<file path="src/rtl/add_n_sgn_pkg.sv">
// Elaboration-time helpers for add_n_sgn_pipe: widths, 3:2 tree shape and stage mapping.
package add_n_sgn_pkg;

  function automatic int unsigned fw(int unsigned bw, int unsigned n);
    return bw + $clog2(n) + 1;
  endfunction

  // Row count left after lvl levels of 3:2 compression starting from rows.
  function automatic int unsigned rows_after(int unsigned rows, int unsigned lvl);
    int unsigned r;
    r = rows;
    for (int unsigned k = 0; k < lvl; k++) begin
      if (r > 2) r = 2 * (r / 3) + r % 3;
    end
    return r;
  endfunction

  function automatic int unsigned levels(int unsigned n);
    int unsigned r;
    int unsigned cnt;
    r   = n;
    cnt = 0;
    while (r > 2) begin
      r   = 2 * (r / 3) + r % 3;
      cnt = cnt + 1;
    end
    return cnt;
  endfunction

  function automatic int unsigned stage_of_level(int unsigned level, int unsigned n_lvl,
                                                 int unsigned stages);
    return (level * stages) / n_lvl;
  endfunction

  function automatic int unsigned op_lo(int unsigned i, int unsigned bw);
    return i * bw;
  endfunction

endpackage

</file>
<file path="src/rtl/add_n_sgn_pipe_if.sv">
// Beat-in / result-out handshake bundle for add_n_sgn_pipe.
interface add_n_sgn_pipe_if #(
  parameter int unsigned BW = 8,
  parameter int unsigned N  = 3,
  parameter int unsigned OW = BW + $clog2(N) + 1
);
  logic          in_valid;
  logic          in_ready;
  logic [N*BW-1:0] in_ops;
  logic [N-1:0]  in_sub;
  logic          out_valid;
  logic          out_ready;
  logic [OW-1:0] out_sum;
  logic          out_sat;

  modport master (
    output in_valid, in_ops, in_sub, out_ready,
    input  in_ready, out_valid, out_sum, out_sat
  );

  modport slave (
    input  in_valid, in_ops, in_sub, out_ready,
    output in_ready, out_valid, out_sum, out_sat
  );
endinterface

</file>
<file path="src/rtl/csa_3to2.sv">
// 3:2 carry-save compressor row: three rows in, sum row and left-shifted carry row out.
module csa_3to2 #(
  parameter int unsigned W = 8
) (
  input  logic [W-1:0] a_i,
  input  logic [W-1:0] b_i,
  input  logic [W-1:0] c_i,
  output logic [W-1:0] sum_o,
  output logic [W-1:0] carry_o
);
  logic [W-1:0] maj;
  logic         unused_maj_msb;

  assign sum_o   = a_i ^ b_i ^ c_i;
  assign maj     = (a_i & b_i) | (a_i & c_i) | (b_i & c_i);
  // Modular arithmetic at full width: the carry out of the top bit is discarded.
  assign carry_o = {maj[W-2:0], 1'b0};
  assign unused_maj_msb = maj[W-1];
endmodule

</file>
<file path="src/rtl/add_n_sgn_pipe.sv">
// Pipelined signed N-operand add/subtract: 3:2 tree spread over STAGES registers, CPA last.
// Define ADD_N_SGN_SAT_EN to clamp out_sum to OW bits (out_sat flags it) instead of wrapping.
module add_n_sgn_pipe
  import add_n_sgn_pkg::*;
#(
  parameter int unsigned BW     = 8,
  parameter int unsigned N      = 3,
  parameter int unsigned STAGES = 2,
  parameter int unsigned OW     = fw(BW, N)
) (
  input logic             clk,
  input logic             rst,
  add_n_sgn_pipe_if.slave bus
);
  localparam int unsigned FW = fw(BW, N);
  localparam int unsigned M  = N + 1;  // operands plus one row of +1 corrections
  localparam int unsigned LV = levels(M);

  logic [FW-1:0]     prep   [M];
  logic [FW-1:0]     row_v  [STAGES][LV+1][M];
  logic [FW-1:0]     rows_q [STAGES][M];
  logic [FW-1:0]     rows_d [STAGES][M];
  logic [STAGES-1:0] vld_q, vld_d, vin;
  logic [OW-1:0]     sum_q, sum_d, sum_c;
  logic              sat_q, sat_d, sat_c;
  logic [FW-1:0]     cpa;
  logic              in_ready;
  logic              unused_cpa;

  always_comb begin
    logic [BW-1:0] op;
    logic [FW-1:0] ext;
    logic [FW-1:0] corr;
    op   = '0;
    ext  = '0;
    corr = '0;
    prep = '{default: '0};
    for (int unsigned i = 0; i < N; i++) begin
      op      = bus.in_ops[op_lo(i, BW) +: BW];
      ext     = {{(FW - BW){op[BW-1]}}, op};
      prep[i] = bus.in_sub[i] ? ~ext : ext;
      corr    = corr + FW'(bus.in_sub[i]);
    end
    prep[N] = corr;
  end

  // row_v[s][l] is the row set entering level l inside stage s; levels owned by
  // another stage pass through untouched.
  for (genvar s = 0; s < STAGES; s++) begin : g_stage
    for (genvar r = 0; r < M; r++) begin : g_in
      if (s == 0) begin : g_first
        assign row_v[s][0][r] = prep[r];
      end else begin : g_reg
        assign row_v[s][0][r] = rows_q[s-1][r];
      end
    end
    if (s == 0) begin : g_vin0
      assign vin[s] = bus.in_valid;
    end else begin : g_vinn
      assign vin[s] = vld_q[s-1];
    end
    for (genvar l = 0; l < LV; l++) begin : g_lvl
      localparam int unsigned RC = rows_after(M, l);
      localparam int unsigned NC = RC / 3;
      if (stage_of_level(l, LV, STAGES) == s) begin : g_csa
        for (genvar j = 0; j < NC; j++) begin : g_c
          csa_3to2 #(.W(FW)) u_csa (
            .a_i     (row_v[s][l][3*j]),
            .b_i     (row_v[s][l][3*j+1]),
            .c_i     (row_v[s][l][3*j+2]),
            .sum_o   (row_v[s][l+1][2*j]),
            .carry_o (row_v[s][l+1][2*j+1])
          );
        end
        for (genvar r = 3 * NC; r < RC; r++) begin : g_pass
          assign row_v[s][l+1][r-NC] = row_v[s][l][r];
        end
        for (genvar r = RC - NC; r < M; r++) begin : g_zero
          assign row_v[s][l+1][r] = '0;
        end
      end else begin : g_thru
        for (genvar r = 0; r < M; r++) begin : g_t
          assign row_v[s][l+1][r] = row_v[s][l][r];
        end
      end
    end
  end

  assign cpa        = row_v[STAGES-1][LV][0] + row_v[STAGES-1][LV][1];
  assign unused_cpa = ^cpa;

  always_comb begin
    sum_c = cpa[OW-1:0];
    sat_c = 1'b0;
`ifdef ADD_N_SGN_SAT_EN
    // Out of range when the bits above the OW-bit sign are not all sign copies.
    if (!(&cpa[FW-1:OW-1] || ~|cpa[FW-1:OW-1])) begin
      sum_c = {cpa[FW-1], {(OW - 1){~cpa[FW-1]}}};
      sat_c = 1'b1;
    end
`endif
  end

  assign in_ready = !vld_q[STAGES-1] || bus.out_ready;

  always_comb begin
    vld_d  = vld_q;
    rows_d = rows_q;
    sum_d  = sum_q;
    sat_d  = sat_q;
    if (in_ready) begin
      vld_d = vin;
      for (int s = 0; s < int'(STAGES) - 1; s++) begin
        if (vin[s]) rows_d[s] = row_v[s][LV];
      end
      if (vin[STAGES-1]) begin
        sum_d = sum_c;
        sat_d = sat_c;
      end
    end
  end

  always_ff @(posedge clk or posedge rst) begin
    if (rst) begin
      vld_q  <= '0;
      rows_q <= '{default: '0};
      sum_q  <= '0;
      sat_q  <= 1'b0;
    end else begin
      vld_q  <= vld_d;
      rows_q <= rows_d;
      sum_q  <= sum_d;
      sat_q  <= sat_d;
    end
  end

  assign bus.in_ready  = in_ready;
  assign bus.out_valid = vld_q[STAGES-1];
  assign bus.out_sum   = sum_q;
  assign bus.out_sat   = sat_q;
endmodule

</file>
<file path="src/flat_wrapper.sv">
// flat-port wrapper written by rule: the top's interface ports become plain ports
module add_n_sgn_pipe_flat import add_n_sgn_pkg::*;
#(
  parameter int unsigned BW     = 8,
  parameter int unsigned N      = 3,
  parameter int unsigned STAGES = 2,
  parameter int unsigned OW     = fw(BW, N)
)
  (clk, rst, bus_in_valid, bus_in_ops, bus_in_sub, bus_out_ready, bus_in_ready, bus_out_valid, bus_out_sum, bus_out_sat);
  add_n_sgn_pipe_if #(.BW(BW), .N(N), .OW(OW)) bus_i ();
  input logic clk;
  input logic rst;
  input wire logic [$bits(bus_i.in_valid)-1:0] bus_in_valid;
  input wire logic [$bits(bus_i.in_ops)-1:0] bus_in_ops;
  input wire logic [$bits(bus_i.in_sub)-1:0] bus_in_sub;
  input wire logic [$bits(bus_i.out_ready)-1:0] bus_out_ready;
  output wire logic [$bits(bus_i.in_ready)-1:0] bus_in_ready;
  output wire logic [$bits(bus_i.out_valid)-1:0] bus_out_valid;
  output wire logic [$bits(bus_i.out_sum)-1:0] bus_out_sum;
  output wire logic [$bits(bus_i.out_sat)-1:0] bus_out_sat;
  assign bus_i.in_valid = bus_in_valid;
  assign bus_i.in_ops = bus_in_ops;
  assign bus_i.in_sub = bus_in_sub;
  assign bus_i.out_ready = bus_out_ready;
  assign bus_in_ready = bus_i.in_ready;
  assign bus_out_valid = bus_i.out_valid;
  assign bus_out_sum = bus_i.out_sum;
  assign bus_out_sat = bus_i.out_sat;
  add_n_sgn_pipe #(.BW(BW), .N(N), .STAGES(STAGES), .OW(OW)) u_core (.clk(clk), .rst(rst), .bus(bus_i));
endmodule
</file>
<file path="config.mk">
export PLATFORM = sky130hd
export DESIGN_NAME = add_n_sgn_pipe_flat
export DESIGN_NICKNAME = d
export VERILOG_FILES = /design/src/rtl/add_n_sgn_pkg.sv /design/src/rtl/add_n_sgn_pipe_if.sv /design/src/rtl/csa_3to2.sv /design/src/rtl/add_n_sgn_pipe.sv /design/src/flat_wrapper.sv
export SDC_FILE = /design/constraint.sdc
export NUM_CORES = 1
export LEC_CHECK = 0
export CAP_MARGIN = 10
export CORE_MARGIN = 4
export CORE_UTILIZATION = 35
export CTS_CLUSTER_DIAMETER = 60
export DETAILED_ROUTE_END_ITERATION = 6
export PLACE_DENSITY = 0.69
export SKIP_LAST_GASP = 1
export SLEW_MARGIN = 30
export SYNTH_ARGS = -nofsm -noshare
export SYNTH_HDL_FRONTEND = slang
export SYNTH_HIERARCHICAL = 1
export SYNTH_SLANG_ARGS = --single-unit
</file>
<file path="constraint.sdc">
create_clock -name clk -period 3.15 [get_ports clk]
set_clock_uncertainty 0.1 [all_clocks]
set_input_delay 0.63 -clock clk [delete_from_list [all_inputs] [get_ports clk]]
set_output_delay 0.63 -clock clk [all_outputs]
set_load 0.02 [all_outputs]
</file>
-- Yosys cells after proc, flatten, opt, wreduce, memory -nomap -nowiden
Index checks and enable logic that the tools add are counted.
- output and inout port bits: 14
- input port bits: 31
- register bits: 45
- logic and storage cells: 32
- add/sub/neg operators: 3
- bitwise logic cells: 17
- reduce and logical (&&, ||, !) cells: 4
- mux-type cells: 3
- operators by type and width (operator ; count):
    10-bit AND ; 6
    11-bit XOR ; 4
    10-bit OR ; 4
    11-bit two-way mux ; 3
    11-bit inverter ; 3
    11-bit by 1-bit adder with 11-bit output ; 1
    11-bit adder ; 1
    2-bit AND reduction ; 2
    1-bit by 1-bit adder with 2-bit output ; 1
    1-bit logical NOT ; 1
    1-bit logical OR ; 1

-- Logic depth before layout (Yosys ltp)
- word-level depth: 5
- gate-level depth with buffers: 9
- depth with buffers taken out: 9

-- By module
Netlist, hierarchy kept.
- by module, submodules not included (module ; area an instance (um^2) ; cells each ; times used ; seq. area each (um^2)):
    add_n_sgn_pipe ; 2129.5 ; 188 ; 1 ; 925.9
    csa_3to2 ; 235.2 ; 13 ; 2 ; 0.0

-- Worst setup path before layout
Ideal clock, no wire load.
- path kind: register to register
- start: reg u_core.rows_q, in the netlist u_core/row_v[78]
- end: reg u_core.sum_q[8] (netlist: u_core/bus.out_sum[8])
- data arrival time: 2.090 ns
- setup time: 0.136 ns
- required time: 2.914 ns
- cell stages (with the launch flop): 9
- setup slack: 0.824 ns
- path buffers: 0
- period minus slack after synthesis: 2.326 ns
- cells stage by stage: dfrtp_1 -> fa_1 -> inv_1 -> fa_1 -> nand2b_1 -> a21oi_4 -> o211ai_2 -> mux2i_1 -> o311ai_1
- RTL lines (element ; RTL line ; RTL):
    from (decl) ; add_n_sgn_pipe.sv:21 ; logic [FW-1:0] rows_q [STAGES][M];
    from (signal assigned) ; add_n_sgn_pipe.sv:131 ; rows_q <= rows_d;
    to (signal assigned) ; add_n_sgn_pipe.sv:132 ; sum_q <= sum_d;
    to (decl) ; add_n_sgn_pipe.sv:24 ; logic [OW-1:0] sum_q, sum_d, sum_c;

-- Worst setup path after layout
- start: in bus_out_ready
- end: out bus_in_ready
- cells in the longest elaborated chain, start to end: 1
- ends and longest elaborated chain (element ; RTL line ; RTL):
    from (decl) ; flat_wrapper.sv:16 ; input wire logic [$bits(bus_i.out_ready)-1:0] bus_out_ready;
    1-bit logical OR ; add_n_sgn_pipe.sv:104 ; assign in_ready = !vld_q[STAGES-1] || bus.out_ready;
    to (decl) ; flat_wrapper.sv:17 ; output wire logic [$bits(bus_i.in_ready)-1:0] bus_in_ready;
Every way passes these cells.

==> metrics.txt <==
status=completed; worst r2r src=u_core/row_v[78]$_DFFE_PP0P_; Syn Area/Cell=12.1 um^2; Crit path depth=3; highest clock rate=368 MHz; Die Y=94.2 um; most common flop cell mapped by yosys=dfrtp_1; post-DP HPWL=3930 um; LEAKAGE=1.39 nW; Final Hold Fails=0; power per cell area=852 nW/um^2; I/O Buffers=43; initial antenna violation count=0; synthesized cell area=2600 um^2; Buf/Inv on CP=2; CP top delay family=buffers and inverters; CP Launch Point=bus_out_ready; drc violations=0; via/cell ratio=4.61; Non-Filler Instances=366; asr flop ratio synth=100%; vias=1687; Setup WS pre-CTS=0.386 ns; Skew-Pair Late Insertion Delay=0.30 ns; multi-input logic area=1610 um^2; endpoints failing setup=0; clock sink total=37; Setup TNS Final=0 ns; area delta synth->final=24.0%; total CTS buffers=5; maximum vdd drop=0.312 mV; Root Driver=clkbuf_8; Worst-path clk slew=0.08 ns; WS Path Type=input port to primary output; crit start category=input port; # IOs=45; First-pass DRT Iterations=4; Final ANT Viol Nets=0; initial core utilization=35.8%; Core ar.=7250 um^2; DRT iter0 DRCs=44; Fill cells=712; crit path DAT=1.99 ns; period utilization=86.3%; YS warnings=6; Top Usage Layer GRT=met2; Tmin final=2.72 ns; H-tree depth=2; hold buffer count at CTS=0; Synth Instances=214; sequential area share after synthesis=35.6%; GRT overflow=0; Slew Limit Fails=0; R2R Setup Slk=0.64 ns; Worst setup endpoint=bus_in_ready; worst endpoint required time=2.42 ns; Post-synth EDFFs=0; global-route wire length before repair=8750 um; Tot Pwr=0.00275 W; n_diodes=0; Die ar.=8870 um^2; CP dominant cell by count=clkdlybuf4s50_1; net total in the final layout=329; Crit. End Element=primary output; WL/cell=13.7 um; vias in the first global route=1886; total wire length=5010 um; Placer Congestion=0.809; layout cells sized above 1=15.7%; Die X=94.2 um; Worst R2R Path Depth=8; Reg2Reg Capture Point=u_core/bus.out_sum[10]$_DFFE_PP0P_; PostCTS Resize Cnt=0; maximum clock insertion buffer count=2; largest net degree at the start of global routing=38; worst slew pin tran=0.628 ns; Site Rows=31; crit-path max FO=6; GR Util All Layers=12.8%; crit path cell chain=clkdlybuf4s50_1 -> nand2b_1 -> clkdlybuf4s50_1; final worst slack=0.430 ns; Reg area=926 um^2; grt met1 use=16.6%; CTS tree=built; slew margin rel.=58.0%; synth unique cells=40; CP max-delay cell=clkdlybuf4s50_1; design area=3220 um^2; Area after DPL=3140 um^2; placed insts=358; Max stage delay on crit path=0.66 ns; Max-Cap Viols=0; met3 Use GR=2.88%; GR Util met2=20.8%; RSZ-0062 raised after global routing=no; worst hold path type=flip-flop to flip-flop; setup bufs post-CTS=0; post-synthesis register bit count=37
[cells in the final DEF, fill, tap and decap left out, drive strengths merged, types with 3 or more instances in the layout]
cell type and n:
clkdlybuf4s50 43, dfrtp 37, xor2 27, mux2 24, fa 22, nand2 18, conb 12, ha 10
o21ai 8, a21oi 7, nor2 6, inv 6, clkbuf 6, o211ai 6, nand2b 4, buf 4
and3 3
[worst min path at each step]
stage / from / end / slack, ns / cells past startpoint
after floorplan: u_core/vld_q[0]$_DFFE_PP0N_ / u_core/vld_q[1]$_DFFE_PP0N_ / 0.36 / 2
after detailed placement: u_core/bus.out_sum[1]$_DFFE_PP0P_ / u_core/bus.out_sum[1]$_DFFE_PP0P_ / 0.37 / 2
after global routing: u_core/bus.out_sum[1]$_DFFE_PP0P_ / u_core/bus.out_sum[1]$_DFFE_PP0P_ / 0.42 / 2
final: u_core/bus.out_sum[1]$_DFFE_PP0P_ / u_core/bus.out_sum[1]$_DFFE_PP0P_ / 0.38 / 2
after CTS: u_core/bus.out_sum[1]$_DFFE_PP0P_ / u_core/bus.out_sum[1]$_DFFE_PP0P_ / 0.39 / 2
after global placement: u_core/bus.out_sum[0]$_DFFE_PP0P_ / u_core/bus.out_sum[0]$_DFFE_PP0P_ / 0.36 / 2
[state kept, by name, indices dropped and copies added (netlist names)]
| name | cells |
|---|---|
| u_core/row_v | 24 |
| u_core/vld_q | 2 |
| u_core/bus.out_sum | 11 |
[synth_stat cells (2+ instances only)]
cell | instances | area, um^2
xnor2_1 | 2 | 17.5
o211ai_1 | 4 | 30.0
nor3_1 | 2 | 10.0
buf_4 | 6 | 45.0
mux2i_1 | 2 | 20.0
buf_2 | 4 | 20.0
conb_1 | 3 | 11.3
o311ai_1 | 2 | 17.5
o21ai_1 | 2 | 10.0
inv_1 | 6 | 22.5
fa_1 | 22 | 440
xor2_1 | 27 | 236
dfrtp_1 | 37 | 926
xor3_1 | 2 | 47.6
mux2_1 | 2 | 22.5
nor2_1 | 6 | 22.5
o211ai_2 | 2 | 25.0
ha_1 | 10 | 125
nand2_1 | 17 | 63.8
nand2b_1 | 4 | 25.0
and3_1 | 2 | 12.5
a21oi_1 | 5 | 25.0
o21ai_0 | 6 | 30.0
nand3_1 | 2 | 10.0
mux2_2 | 22 | 248
[cell families (layout without fill, tap and decap cells)]
group	count (synthesis)	in the layout	synth area share, %
and+or+nand+nor	38	38	7.07
DFF	37	37	35.6
adders and majority gates	32	32	21.8
xor gates and xnor gates	31	31	11.6
AOI/OAI and AO/OA	30	30	8.57
muxes	26	26	11.2
buffers and inverters	17	61	3.80
other	3	12	0.433
[power breakdown]
part / internal, W / switching [W] / leakage, nW / total, W
clock: 0.000153 / 0.000176 / 0.0450 / 0.000330
combinational: 0.000788 / 0.000848 / 0.907 / 0.00164
sequential: 0.000655 / 0.000127 / 0.439 / 0.000783
total: 0.00160 / 0.00115 / 1.39 / 0.00275
[worst register-to-register path: stages (launching register included)]
cell and delay (ns):
dfrtp_1 0.42, fa_1 0.57, inv_1 0.06, fa_1 0.42, nand2b_1 0.21, a21oi_4 0.19
o211ai_1 0.16, nor2b_1 0.16, o21ai_1 0.14
[routing by layer]
metal,up-vias,wire length [um],share of wire [%]
met3,8,271,5.4
met2,33,2460,49
met1,836,2190,44
met4,0,78,1.6
met5,-,0,0
li1,810,-,-
[cell type report]
class | count | share of cell area (%)
clock buffers | 6 | 2.25
well taps | 99 | 3.84
repair buffers | 47 | 14.3
inverters | 6 | 0.698
multi-input cells | 169 | 49.9
clock inverters | 2 | 0.310
flip-flops and latches | 37 | 28.7
[per-stage QoR]
step,utilization (%),hold WS (ns)
2_1_floorplan,-,0.359
3_3_place_gp,43.3,0.359
3_5_place_dp,43.3,0.369
4_1_cts,44.5,0.388
5_1_grt,44.5,0.416
6_report,44.5,0.380
Note: power is estimated with default switching activity, not from simulation.
